==> src/rtl/edge_pkg.sv <==
// Shared definitions for the multi-channel edge detector: Gray-coded FSM states
// and per-channel mode encodings.
package edge_pkg;

    typedef enum logic [1:0] {
        ST_LOW  = 2'b00,
        ST_RISE = 2'b01,
        ST_HIGH = 2'b11,
        ST_FALL = 2'b10
    } edge_state_e;

    localparam logic [1:0] MODE_OFF  = 2'b00;
    localparam logic [1:0] MODE_RISE = 2'b01;
    localparam logic [1:0] MODE_FALL = 2'b10;
    localparam logic [1:0] MODE_BOTH = 2'b11;

    function automatic logic state_level(input edge_state_e st);
        return (st == ST_RISE) || (st == ST_HIGH);
    endfunction

    function automatic logic rise_enabled(input logic [1:0] m);
        return (m == MODE_RISE) || (m == MODE_BOTH);
    endfunction

    function automatic logic fall_enabled(input logic [1:0] m);
        return (m == MODE_FALL) || (m == MODE_BOTH);
    endfunction

endpackage

==> src/rtl/edge_chan.sv <==
// One edge-detect channel: synchroniser, stability filter, four-state Moore FSM,
// pulse/level decode and a sticky edge flag.
module edge_chan
    import edge_pkg::*;
#(
    parameter int SYNC_STAGES = 2,
    parameter int FILTER_LEN  = 3
) (
    input  logic       clk,
    input  logic       reset,
    input  logic       x,
    input  logic [1:0] mode,
    input  logic       clr,
    output logic       pulse,
    output logic       level,
    output logic       flag
);

    localparam int CNT_W = (FILTER_LEN > 1) ? $clog2(FILTER_LEN) : 1;
    localparam logic [CNT_W-1:0] CNT_LAST = CNT_W'(FILTER_LEN - 1);

    logic [SYNC_STAGES-1:0] sync_q;
    logic                   s;
    logic [CNT_W-1:0]       cnt_q, cnt_d;
    edge_state_e            state_q, state_d;

    always_ff @(posedge clk or posedge reset) begin
        if (reset) begin
            sync_q <= '0;
        end else begin
            sync_q[0] <= x;
            for (int k = 1; k < SYNC_STAGES; k++) begin
                sync_q[k] <= sync_q[k-1];
            end
        end
    end

    assign s = sync_q[SYNC_STAGES-1];

    // The counter only advances while the synchronised input disagrees with the
    // accepted level; any agreeing sample (a glitch ending) drops it back to zero.
    always_comb begin
        state_d = ST_LOW;
        cnt_d   = '0;
        case (state_q)
            ST_LOW: begin
                state_d = ST_LOW;
                if (s) begin
                    if (cnt_q == CNT_LAST) state_d = ST_RISE;
                    else                   cnt_d   = cnt_q + CNT_W'(1);
                end
            end
            ST_RISE: state_d = ST_HIGH;
            ST_HIGH: begin
                state_d = ST_HIGH;
                if (!s) begin
                    if (cnt_q == CNT_LAST) state_d = ST_FALL;
                    else                   cnt_d   = cnt_q + CNT_W'(1);
                end
            end
            ST_FALL: state_d = ST_LOW;
            default: state_d = ST_LOW;
        endcase
    end

    always_ff @(posedge clk or posedge reset) begin
        if (reset) begin
            state_q <= ST_LOW;
            cnt_q   <= '0;
        end else begin
            state_q <= state_d;
            cnt_q   <= cnt_d;
        end
    end

    assign level = state_level(state_q);
    assign pulse = ((state_q == ST_RISE) && rise_enabled(mode)) ||
                   ((state_q == ST_FALL) && fall_enabled(mode));

    // Set has priority so an edge is never lost to a coincident clear.
    always_ff @(posedge clk or posedge reset) begin
        if (reset)      flag <= 1'b0;
        else if (pulse) flag <= 1'b1;
        else if (clr)   flag <= 1'b0;
    end

endmodule

==> src/rtl/multi_edge_detect.sv <==
// N-channel debounced edge detector: one edge_chan per input plus a combined
// any-pulse indication.
module multi_edge_detect
    import edge_pkg::*;
#(
    parameter int N           = 4,
    parameter int SYNC_STAGES = 2,
    parameter int FILTER_LEN  = 3
) (
    input  logic           clk,
    input  logic           reset,
    input  logic [N-1:0]   x,
    input  logic [2*N-1:0] mode,
    input  logic [N-1:0]   clr,
    output logic [N-1:0]   pulse,
    output logic [N-1:0]   level,
    output logic [N-1:0]   flag,
    output logic           any_pulse
);

    for (genvar i = 0; i < N; i++) begin : g_chan
        edge_chan #(
            .SYNC_STAGES(SYNC_STAGES),
            .FILTER_LEN (FILTER_LEN)
        ) u_chan (
            .clk  (clk),
            .reset(reset),
            .x    (x[i]),
            .mode (mode[2*i+1:2*i]),
            .clr  (clr[i]),
            .pulse(pulse[i]),
            .level(level[i]),
            .flag (flag[i])
        );
    end

    assign any_pulse = |pulse;

endmodule
==> config.mk <==
export PLATFORM = sky130hd
export DESIGN_NAME = multi_edge_detect
export DESIGN_NICKNAME = d
export VERILOG_FILES = /design/src/rtl/edge_pkg.sv /design/src/rtl/edge_chan.sv /design/src/rtl/multi_edge_detect.sv
export SDC_FILE = /design/constraint.sdc
export NUM_CORES = 1
export LEC_CHECK = 0
export BUFFER_PORTS_ARGS = -buffer_cell sky130_fd_sc_hd__buf_2
export CORE_ASPECT_RATIO = 2
export CORE_MARGIN = 5
export CORE_UTILIZATION = 47
export DETAILED_ROUTE_END_ITERATION = 8
export PLACE_DENSITY = 0.86
export SKIP_CTS_REPAIR_TIMING = 1
export SYNTH_ARGS = -nofsm -noshare
export SYNTH_HDL_FRONTEND = slang
export SYNTH_SLANG_ARGS = --single-unit
==> constraint.sdc <==
create_clock -name clk -period 1.35 [get_ports clk]
set_input_delay 0.27 -clock clk [delete_from_list [all_inputs] [get_ports clk]]
set_output_delay 0.27 -clock clk [all_outputs]
set_load 0.01 [all_outputs]
; After elaboration in Yosys (flattened, before gate mapping)
; Cells that the tools add are included.
[op_classes]
n_addsub = 4
n_eq_ne = 28
muxes = 44
reduce_logical = 33
[op_table]
columns = operator, count
row1 = "equality test 2 bit, second input constant", 20
row2 = 2-to-1 mux 2 bit, 20
row3 = case mux 2 bit (4 select lines), 4
row4 = "equality test 2 x 1 -> 1 bit, second input constant", 8
row5 = logical OR 1 bit, 16
row6 = 2-to-1 mux 1 bit, 16
row7 = case mux 2 bit (2 select lines), 4
row8 = "adder 2 x 1 -> 2 bit, second input constant", 4
row9 = logical AND 1 bit, 8
row10 = logical NOT 2 bit, 4
row11 = nonzero test 2 bit, 4
row12 = OR reduction 4 bit, 1
[totals]
ff_bits = 28
input_bits = 18
output_inout_bits = 13
word_cells = 125

; Depth between registers and ports, before layout
; Gate-level depths: netlist of the first run.
[depth]
ltp_word = 5
mapped_depth = 5
mapped_depth_nobuf = 5

; Cells and area by module
; From an unflattened synthesis of the first run, not the netlist that was laid out.
[hier_totals]
hier_cells = 101
area_unflattened_um2 = 1298.7
[modules_own_cells]
columns = mod, instances, cells_per_inst, area_each_um2, seq_area_each_um2
row1 = edge_chan, 4, 25, 322.8, 175.2
row2 = multi_edge_detect, 1, 1, 7.5, 0.0

; Least setup slack after synthesis of the first run
; Ideal clock, no wire load.
[synth_timing]
path_kind = reg2out
startpoint = register g_chan[1].u_chan.state_q[0]
endpoint = output level[1]
t_arrival_ns = 1.039
required_time_ns = 1.080
setup_slack_ns = 0.041
path_stages_with_launch = 4
path_buffers = 1
cell_sequence = dfrtp_1 -> ha_1 -> or2_2 -> buf_4
[synth_via]
elab_chain_cells = 2
elab_cells_between_ends = 3
classes_between = eq/ne (2) / reduce/logical (1)
[synth_lines]
columns = element, line_no
row1 = from (decl), edge_chan.sv:25  ; edge_state_e state_q, state_d;
row2 = from (signal assigned), edge_chan.sv:71  ; state_q <= state_d;
row3 = equality test 2 x 1 -> 1 bit or equality test 2 bit (tied branches), edge_pkg.sv:18  ; return (st == ST_RISE) || (st == ST_HIGH);
row4 = logical OR 1 bit *, edge_pkg.sv:18
row5 = to (decl), multi_edge_detect.sv:16  ; output logic [N-1:0] level,
; Every way passes the cells marked *; elsewhere a longest branch is shown, timed or not.

; Worst setup path after layout of the first run
[layout_timing]
startpoint = register g_chan[0].u_chan.state_q[1]
endpoint = output any_pulse
[layout_via]
elab_chain_cells = 4
elab_cells_between_ends = 6
classes_between = eq/ne (2) / reduce/logical (4)
[layout_lines]
columns = element, line_no
row1 = from (decl), edge_chan.sv:25
row2 = from (signal assigned), edge_chan.sv:71
row3 = equality test 2 x 1 -> 1 bit or equality test 2 bit (tied branches), "edge_chan.sv:77, edge_chan.sv:78"
row4 = logical AND 1 bit (on tied branches), "edge_chan.sv:77, edge_chan.sv:78"
row5 = logical OR 1 bit *, edge_chan.sv:77  ; assign pulse = ((state_q == ST_RISE) && rise_enabled(mode)) ||
row6 = OR reduction 4 bit *, multi_edge_detect.sv:37  ; assign any_pulse = |pulse;
row7 = to (decl), multi_edge_detect.sv:18  ; output logic any_pulse
; Marked as above.

==> impl_results.md, run 1 <==
- Status: complete, but fails checks
- Failing checks: negative setup slack
- Final period utilization: 129%
- Setup WS post-layout: -0.398 ns
- Type of origin of the critical path: register
- Layout cells sized above 1: 63.9%
- Cts bufs inserted: 3
- Total GRT Usage: 14.0%
- Number of H-tree levels: 1
- Remaining antenna violation count: 0
- Crit-path leading delay family: flip-flops
- Worst path bufs/invs: 2
- Data arrival, critical path: 1.48 ns
- Die height: 86.3 um
- CTS tree: yes
- Worst hold slack: 0.00791 ns
- Worst path required time: 1.08 ns
- Die Width: 48.1 um
- Final WL: 3.09 mm
- Max incr delay on CP: 0.45 ns
- Global route overflow: 0
- Vias: 1002
- Worst r2r path cells: 5
- Residual DRC: 0
- Syn. warnings: 0
- RSZ-0062 raised after global routing: yes
- Hold Violations, Final: 0
- PwrDens: 2300 nW/um^2
- Flop2flop setup slack: -0.04 ns
- Critical path depth in cells: 5
- CTS root buffer: clkbuf_8
- Slew HR: 79.4%
- Die ar.: 4150 um^2
- Achievable frequency: 572 MHz
- Maximum vdd drop: 1.22 mV
- IO Count: 31
- Commonest non-fill, non-tap cell in the layout: buf_2
- Final setup viols: 10
- # port buffers: 30
- First-pass GRT wire length: 4.27 mm
- P&R area growth vs syn: 42.5%
- Netlist cell types: 17
- Leading cell types in the layout, fill and taps excluded: buf_2, dfrtp_1, buf_4, inv_1, ha_4
- Sequential fraction of the synthesis area: 51.3%
- Largest area contributor in the netlist: dfrtp_1
- CTS Sinks: 28
- Largest net degree at the start of global routing: 17
- CTS Buffer Depth: 2
- Worst hold path type: input port to asynchronous set/reset pin
- Initial antenna violation count: 0
- Mean Syn Cell Area: 11.8 um^2
- CP Cell Sequence: inv_2 > ha_4 > a22oi_2 > nand4_1 > buf_2
- Slowest CP cell: dfrtp_1
- Gpl congestion: 0.769
- Pleak: 0.899 nW
- Final #Nets: 193
- Placed wire-length estimate: 2.08 mm
- Pre-CTS setup slack: -0.138 ns
- Vias/cell: 5.36
- 1st-iter DRT viols: 15
- Drt first pass iters: 4
- Critical path class: register to primary output
- Site row count: 27
- Cells after Synth: 116
- Synthesis-stage register bit count: 28
- Post-synth top area share: 51.3%
- Avg WL per Cell: 16.5 um
- Synth area leaders: dfrtp_1, ha_1, buf_4
- Worst-path maximum fanout: 3
- CP endpoint kind: primary output
- Diode count: 0
- Filler instances: 186
- RR Startpoint: g_chan[2].u_chan.state_q[0]
- Clock slew at reported path FFs: 0.10 ns
- Worst Tran Pin Value: 0.305 ns
- Layout Skew: 0.00602 ns
- Tmin final: 1.75 ns
- Vias in the first global route: 1025
- Max Cap Viol: 0
- Fin. max-slew vios: 0
- FF-to-FF End: g_chan[2].u_chan.state_q[0]
- Post-Syn Area: 1370 um^2
- Synthesized net count: 150
- Initial Utilization: 49.3%
- Clk Latency, worst-skew pair: 0.28 ns
- Core Region: 2770 um^2
[per-stage QoR]
| stage | cells | setup TNS, ns | power [W] | instance area, um^2 | util (%) |
|---|---|---|---|---|---|
| finish | 187 | -2.69 | 0.00448 | 1950 | 70.3 |
| global route | 187 | -3.38 | 0.00479 | 1950 | 70.3 |
| CTS | 182 | -3.36 | 0.00356 | 1650 | 59.4 |
| detailed placement | 178 | -0.420 | 0.00288 | 1580 | 56.9 |
| global placement | 178 | -0.129 | 0.00273 | 1580 | 56.9 |
| floorplan | 116 | 0 | 0.00237 | 1370 | - |
[power breakdown]
group / switching [W] / internal (W) / total (W)
combinational: 0.00112 / 0.00136 / 0.00248
sequential: 0.000259 / 0.00108 / 0.00134
clock: 0.000262 / 0.000397 / 0.000659
[how the worst max path moves through the flow]
stage	start	endpoint	slack, ns
4_1_cts	g_chan[2].u_chan.state_q[1]	any_pulse	-0.46
3_5_place_dp	g_chan[2].u_chan.state_q[1]	any_pulse	-0.14
5_1_grt	g_chan[0].u_chan.state_q[1]	any_pulse	-0.44
3_3_place_gp	g_chan[2].u_chan.state_q[1]	any_pulse	-0.10
6_report	g_chan[0].u_chan.state_q[1]	any_pulse	-0.40
2_1_floorplan	g_chan[1].u_chan.state_q[0]	level[1]	0.04
[synth_stat cells]
cell type / instances
dfrtp_1: 28
inv_1: 19
ha_1: 16
buf_4: 12
nor4_1: 5
a22oi_1: 4
mux2i_1: 4
nor2_1: 4
nor4b_1: 4
o21ai_0: 4
or2_2: 4
a211oi_1: 3
nand3b_1: 3
nor4b_2: 3
a31oi_1: 1
nand4_1: 1
nor3_1: 1
[worst min-delay path: stages]
cell and delay (ns):
buf_2 0.10, inv_1 0.07, buf_4 0.21
[state kept, by name (all words and copies together) (netlist names)]
| name | count |
|---|---|
| g_chan.u_chan.flag | 4 |
| g_chan.u_chan.state_q | 8 |
| g_chan.u_chan.sync_q | 8 |
| g_chan.u_chan.cnt_q | 8 |
[kinds of logic (layout without fill, tap and decap cells)]
kind of cell | after synthesis | after routing | synth area share [%]
buffers and inverters | 31 | 73 | 11.8
adder cells (fa/ha/maj) | 16 | 16 | 14.7
multiplexers | 4 | 4 | 2.93
flip-flops | 28 | 28 | 51.3
AO/OA/AOI/OAI | 12 | 12 | 5.77
AND/OR/NAND/NOR | 25 | 25 | 13.6
[layout make-up]
class | instances | area, um^2 | area share (%)
flip-flops and latches | 28 | 706 | 36.2
multi-input cells | 57 | 733 | 37.7
repair buffers | 50 | 329 | 16.9
well taps | 29 | 36.3 | 1.86
inverters | 19 | 71.3 | 3.66
clock buffers | 3 | 41.3 | 2.12
clock inverters | 1 | 30.0 | 1.54
[routing by layer]
metal	up-vias	track usage (%)	wire (um)
met2	35	23.9	1560
met1	496	15.6	1230
met5	-	0	0
li1	461	-	-
met4	0	7.35	125
met3	10	2.08	166
No activity file was read; power rests on OpenSTA's default activity.
==> run 2: changes to the inputs <==
CTS_CLUSTER_DIAMETER = 60   (was not set)
SYNTH_HIERARCHICAL = 1   (was not set)
==> impl_results.md, run 2 <==
- Status: complete, but fails checks (unchanged)
- Failing checks: negative setup slack (unchanged)
- Worst Tran Pin Value: 0.292 ns (was 0.305 ns)
- Post-synth top cells: dfrtp_1, ha_1, inv_1 (was dfrtp_1, inv_1, ha_1)
- Xor/xnor share of the synthesized area: 0% (unchanged)
- Vias: 1009 (was 1002)
- Gpl congestion: 0.783 (was 0.769)
- RSZ-0062 raised after global routing: yes (unchanged)
- Final WL: 3.16 mm (was 3.09 mm)
- Clock slew at reported path FFs: 0.09 ns (was 0.10 ns)
- Final Instance Area: 2040 um^2 (was 1950 um^2)
- Avg WL per Cell: 16.7 um (was 16.5 um)
- Number of H-tree levels: 1 (unchanged)
- Switching Power: 0.00165 W (was 0.00164 W)
- Internal Power: 0.00301 W (was 0.00284 W)
- Die height: 84.3 um (was 86.3 um)
- Vias/cell: 5.34 (was 5.36)
- Slew HR: 80.1% (was 79.4%)
- Placed wire-length estimate: 2.20 mm (was 2.08 mm)
- Synth Area in Adders: 15.4% (was 14.7%)
- Achievable frequency: 480 MHz (was 572 MHz)
- Post-Syn Area: 1300 um^2 (was 1370 um^2)
- Site row count: 27 (unchanged)
- Synth async-reset ratio: 100% (unchanged)
- Die Width: 47.2 um (was 48.1 um)
- Fin. max-slew vios: 0 (unchanged)
- Initial Utilization: 48.1% (was 49.3%)
- Final Power: 0.00466 W (was 0.00448 W)
- Final #Nets: 195 (was 193)
- Type of origin of the critical path: register (unchanged)
- Critical path class: register to primary output (unchanged)
- Global route overflow: 0 (unchanged)
- Worst hold path type: input port to register (was input port to asynchronous set/reset pin)
- Cells after Synth: 101 (was 116)
- Remaining antenna violation count: 0 (unchanged)
- EDFF count, synth: 0 (unchanged)
- Mean Syn Cell Area: 12.9 um^2 (was 11.8 um^2)
- Synth Area in Compound Gates: 7.32% (was 5.77%)
- Final setup viols: 9 (was 10)
- Post-synthesis mux area share: 3.08% (was 2.93%)
- PwrDens: 2280 nW/um^2 (was 2300 nW/um^2)
- Diode count: 0 (unchanged)
- Netlist cell types: 14 (was 17)
- Core Region: 2700 um^2 (was 2770 um^2)
- Worst path bufs/invs: 2 (unchanged)
- Commonest non-fill, non-tap cell in the layout: dfrtp_1 (was buf_2)
- Die ar.: 3980 um^2 (was 4150 um^2)
- Largest net degree at the start of global routing: 17 (unchanged)
- Post-synthesis simple-gate area fraction: 15.6% (was 13.6%)
- Post-synth top area share: 53.9% (was 51.3%)
- CTS Buffer Depth: 2 (unchanged)
- Leading cell types in the layout, fill and taps excluded: dfrtp_1, buf_2, buf_4, buf_6 (was buf_2, dfrtp_1, buf_4, inv_1, ha_4)
- P&R area growth vs syn: 57.2% (was 42.5%)
- Worst-path maximum fanout: 3 (unchanged)
- # port buffers: 30 (unchanged)
- Final period utilization: 154% (was 129%)
- Area of the multi-input gates: 763 um^2 (was 733 um^2)
- Synth area leaders: dfrtp_1, ha_1, inv_1 (was dfrtp_1, ha_1, buf_4)
- Data arrival, critical path: 1.81 ns (was 1.48 ns)
- DP Area: 1610 um^2 (was 1580 um^2)
- Ys flop type: dfrtp_1 (unchanged)
- CTS root buffer: clkbuf_8 (unchanged)
- Hold Violations, Final: 0 (unchanged)
- Synthesis-stage register bit count: 28 (unchanged)
- Initial antenna violation count: 0 (unchanged)
- Layout Skew: 0.00798 ns (was 0.00602 ns)
- Slowest CP cell: or4_4 (was dfrtp_1)
- Cts bufs inserted: 3 (unchanged)
- Max Cap Viol: 0 (unchanged)
- Pre-CTS setup slack: -0.457 ns (was -0.138 ns)
- Register area: 704 um^2 (was 706 um^2)
- Syn. warnings: 6 (was 0)
- First-pass GRT wire length: 4.75 mm (was 4.27 mm)
- Switch share: 35.4% (was 36.6%)
- Crit-path leading delay family: simple AND/OR/NAND/NOR gates (was flip-flops)
- CTS Sinks: 28 (unchanged)
- Seq pwr share: 28.5% (was 29.9%)
- Vias in the first global route: 1086 (was 1025)
- Layout cells sized above 1: 64.4% (was 63.9%)
- Synthesized net count: 135 (was 150)
- IO Count: 31 (unchanged)
- Largest family of logic cells by synthesized area: simple AND/OR/NAND/NOR gates (was adder cells)
- Sequential fraction of the synthesis area: 53.9% (was 51.3%)
- CP Cell Sequence: inv_2 > ha_2 > a22o_1 > or4_4 > buf_6 (was inv_2 > ha_4 > a22oi_2 > nand4_1 > buf_2)
- Tmin final: 2.08 ns (was 1.75 ns)
- Count leader, synth: dfrtp_1 (unchanged)
- Worst path required time: 1.08 ns (about the same)
- Clk Latency, worst-skew pair: 0.28 ns (about the same)
- Comb power frac: 57.6% (was 55.4%)
- Finished Layout Cells: 189 (was 187)
- Cells after DPL: 176 (was 178)
- Max incr delay on CP: 0.52 ns (was 0.45 ns)
- Total GRT Usage: 16.4% (was 14.0%)
- Pleak: 0.961 nW (was 0.899 nW)
- Drt first pass iters: 4 (unchanged)
- CP endpoint kind: primary output (unchanged)
- 1st-iter DRT viols: 24 (was 15)
- Clock power frac: 13.9% (was 14.7%)
- Top Registers: g_chan.u_chan/cnt_q (8), g_chan.u_chan/state_q (8), g_chan.u_chan/sync_q (8) (was g_chan.u_chan.cnt_q (8), g_chan.u_chan.state_q (8), g_chan.u_chan.sync_q (8))
- CTS tree: yes (unchanged)
- Residual DRC: 0 (unchanged)
- Setup WS post-layout: -0.731 ns (was -0.398 ns)
- Largest area contributor in the netlist: dfrtp_1 (unchanged)
- Maximum vdd drop: 1.23 mV (was 1.22 mV)
- Filler instances: 160 (was 186)
-- run 2: logic make-up (layout without fill, tap and decap cells) --
| group | Yosys count | in the layout |
|---|---|---|
| AOI/OAI and AO/OA | 12 | 12 |
| adders and majority gates | 16 | 16 |
| buffers and inverters | 16 | 75 |
| DFF | 28 | 28 |
| muxes | 4 | 4 |
| and+or+nand+nor | 25 | 25 |
-- run 2: area by class of cell --
| cell class | count | area share (%) |
|---|---|---|
| clock buffers | 3 | 2.02 |
| clock inverters | 1 | 1.47 |
| inverters | 16 | 2.94 |
| multi-input cells | 57 | 37.4 |
| flip-flops and latches | 28 | 34.5 |
| well taps | 29 | 1.78 |
| repair buffers | 55 | 19.9 |
-- run 2: worst register-to-register path: stages, from the launching register on --
cell     delay, ns
dfrtp_1       0.40
inv_2         0.07
buf_4         0.13
buf_4         0.13
ha_4          0.22
nor4_1        0.27
-- run 2: worst paths after layout --
| path | depth (start not counted) | end | startpoint | slack (ns) |
|---|---|---|---|---|
| worst min register to register | 0 | g_chan[1].u_chan/sync_q[1] | g_chan[1].u_chan/sync_q[0] | 0.35 |
| max in group asynchronous | 3 | g_chan[2].u_chan/state_q[0] | reset | 0.61 |
| min in group asynchronous | 3 | g_chan[1].u_chan/state_q[1] | reset | 0.49 |
| worst min-delay path | 1 | g_chan[0].u_chan/sync_q[0] | x[0] | 0.09 |
| worst max-delay path | 5 | any_pulse | g_chan[1].u_chan/state_q[1] | -0.73 |
| worst max register to register | 5 | g_chan[2].u_chan/cnt_q[0] | g_chan[2].u_chan/state_q[1] | 0.03 |
-- run 2: power by group through the flow --
stage / Clock (W) / Sequential [W] / Combinational [W]
2_1_floorplan: 0 / 0.00125 / 0.000934
3_3_place_gp: 0 / 0.00123 / 0.00159
3_5_place_dp: 0 / 0.00127 / 0.00170
4_1_cts: 0.000664 / 0.00125 / 0.00174
5_1_grt: 0.000695 / 0.00136 / 0.00291
6_report: 0.000648 / 0.00133 / 0.00268
-- run 2: through the flow --
stage                     util (%)  hold slack (ns)  TNS (ns)
final                         75.6           0.0888     -3.33
after global routing          75.6           0.0800     -3.93
after global placement        59.6            0.236    -0.730
after floorplan                  -           0.0734    -0.335
after detailed placement      59.6            0.248     -1.17
after CTS                     62.3          -0.0622     -4.03
-- run 2: per-layer routing --
layer / up-vias / global-route usage [%] / part of all wire (%)
met5: - / 0 / 0
li1: 473 / - / -
met1: 504 / 18.8 / 37
met3: 5 / 2.15 / 4.0
met4: 0 / 8.31 / 2.0
met2: 27 / 27.8 / 57
==> run 3: changes to the inputs <==
CTS_BUF_LIST = sky130_fd_sc_hd__clkbuf_16   (was not set)
==> impl_results.md, run 3 (synthesized netlist as in run 2, its figures left out) <==
- # port buffers: 30 (unchanged)
- Die ar.: 3980 um^2 (unchanged)
- Worst-path maximum fanout: 3 (unchanged)
- Achievable frequency: 486 MHz (was 480 MHz)
- Maximum vdd drop: 1.48 mV (was 1.23 mV)
- Type of origin of the critical path: register (unchanged)
- Comb power frac: 55.5% (was 57.6%)
- Cts bufs inserted: 3 (unchanged)
- Diode count: 0 (unchanged)
- Cells after DPL: 176 (unchanged)
- Layout cells sized above 1: 63.1% (was 64.4%)
- Worst hold path type: input port to register (unchanged)
- Slew HR: 80.8% (was 80.1%)
- Residual DRC: 0 (unchanged)
- Drt first pass iters: 4 (unchanged)
- Die height: 84.3 um (unchanged)
- Switch share: 33.8% (was 35.4%)
- First-pass GRT wire length: 4.77 mm (was 4.75 mm)
- Die Width: 47.2 um (unchanged)
- IO Count: 31 (unchanged)
- Commonest non-fill, non-tap cell in the layout: dfrtp_1 (unchanged)
- Initial Utilization: 48.1% (unchanged)
- Status: complete, but fails checks (unchanged)
- Global route overflow: 0 (unchanged)
- Fin. max-slew vios: 0 (unchanged)
- Vias/cell: 5.30 (was 5.34)
- Pre-CTS setup slack: -0.457 ns (unchanged)
- Vias in the first global route: 1104 (was 1086)
- CTS Buffer Depth: 2 (unchanged)
- Clock power frac: 17.6% (was 13.9%)
- Placed wire-length estimate: 2.20 mm (unchanged)
- Switching Power: 0.00165 W (about the same)
- Final period utilization: 153% (was 154%)
- Worst path required time: 1.08 ns (about the same)
- Initial antenna violation count: 0 (unchanged)
- Total GRT Usage: 16.1% (was 16.4%)
- Util after Layout: 76.4% (was 75.6%)
- Setup_tns: -3.20 ns (was -3.33 ns)
- Avg WL per Cell: 17.0 um (was 16.7 um)
- Vias: 1001 (was 1009)
- CTS Sinks: 28 (unchanged)
- Hold Violations, Final: 0 (unchanged)
- Worst Tran Pin Value: 0.280 ns (was 0.292 ns)
- P&R area growth vs syn: 59.1% (was 57.2%)
- Layout Skew: 0.00587 ns (was 0.00798 ns)
- Remaining antenna violation count: 0 (unchanged)
- CTS tree: yes (unchanged)
- Largest net degree at the start of global routing: 17 (unchanged)
- Clock slew at reported path FFs: 0.07 ns (was 0.09 ns)
- Top Registers: g_chan.u_chan/cnt_q (8), g_chan.u_chan/state_q (8), g_chan.u_chan/sync_q (8) (unchanged)
- Failing checks: negative setup slack (unchanged)
- Seq pwr share: 26.9% (was 28.5%)
- CP endpoint kind: primary output (unchanged)
- Clk Latency, worst-skew pair: 0.26 ns (was 0.28 ns)
- Final setup viols: 9 (unchanged)
- Number of H-tree levels: 1 (unchanged)
- Final #Nets: 195 (unchanged)
- Critical path class: register to primary output (unchanged)
- Max Cap Viol: 0 (unchanged)
- Data arrival, critical path: 1.79 ns (was 1.81 ns)
- 1st-iter DRT viols: 20 (was 24)
- CTS root buffer: clkbuf_16 (was clkbuf_8)
- Core Region: 2700 um^2 (unchanged)
- Setup WS post-layout: -0.710 ns (was -0.731 ns)
- PwrDens: 2360 nW/um^2 (was 2280 nW/um^2)
- Gpl congestion: 0.783 (unchanged)
- Site row count: 27 (unchanged)
- Finished Layout Cells: 189 (unchanged)
- Leading cell types in the layout, fill and taps excluded: dfrtp_1, buf_2, buf_4, buf_6, ha_4 (was dfrtp_1, buf_2, buf_4, buf_6)
- Internal Power: 0.00323 W (was 0.00301 W)
- Tmin final: 2.06 ns (was 2.08 ns)
- RSZ-0062 raised after global routing: yes (unchanged)
- Pleak: 0.981 nW (was 0.961 nW)
- Final WL: 3.22 mm (was 3.16 mm)
[run 3: cell counts in the layout (fill, tap and decap cells not counted)]
Identical to the previous run, type by type.
[run 3: layer usage]
layer	GRT usage [%]	wire length [um]	vias up
met5	0	0	-
met4	6.55	51	0
met3	2.15	138	5
met2	27.5	1780	29
met1	19.2	1250	498
li1	-	-	469
[run 3: final cells by class]
| cell class | instances | area [um^2] |
|---|---|---|
| multi-input cells | 57 | 758 |
| flip-flops and latches | 28 | 703 |
| fillers | 153 | 637 |
| repair buffers | 55 | 403 |
| clock buffers | 3 | 75.1 |
| inverters | 16 | 60.1 |
| well taps | 29 | 36.3 |
| clock inverters | 1 | 30.0 |
[run 3: through the flow]
stage | hold WS (ns) | total power, W | area, um^2
floorplan | 0.0734 | 0.00219 | 1310
global placement | 0.236 | 0.00282 | 1610
detailed placement | 0.248 | 0.00297 | 1610
CTS | -0.0318 | 0.00387 | 1720
global route | 0.0933 | 0.00523 | 2070
finish | 0.106 | 0.00488 | 2070
[run 3: final timing paths]
| kind | cells past startpoint | to | slack (ns) | startpoint |
|---|---|---|---|---|
| max | 5 | any_pulse | -0.71 | g_chan[0].u_chan/state_q[0] |
| min | 1 | g_chan[0].u_chan/sync_q[0] | 0.11 | x[0] |
| max reg2reg | 6 | g_chan[1].u_chan/cnt_q[0] | 0 | g_chan[1].u_chan/state_q[1] |
| min reg2reg | 0 | g_chan[0].u_chan/sync_q[1] | 0.36 | g_chan[0].u_chan/sync_q[0] |
| max in group asynchronous | 3 | g_chan[0].u_chan/state_q[1] | 0.59 | reset |
| min in group asynchronous | 3 | g_chan[3].u_chan/cnt_q[0] | 0.52 | reset |
[run 3: power groups by stage]
| stage | Combinational, W | Clock [W] | Sequential (W) |
|---|---|---|---|
| floorplan | 0.000934 | 0 | 0.00125 |
| global placement | 0.00159 | 0 | 0.00123 |
| detailed placement | 0.00170 | 0 | 0.00127 |
| CTS | 0.00174 | 0.000871 | 0.00126 |
| global route | 0.00296 | 0.000928 | 0.00135 |
| finish | 0.00271 | 0.000859 | 0.00131 |
[run 3: critical path, stage by stage (launching register included)]
cell,delay [ns]
dfrtp_1,0.43
inv_2,0.09
ha_4,0.16
a22o_1,0.19
or4_4,0.53
buf_6,0.13
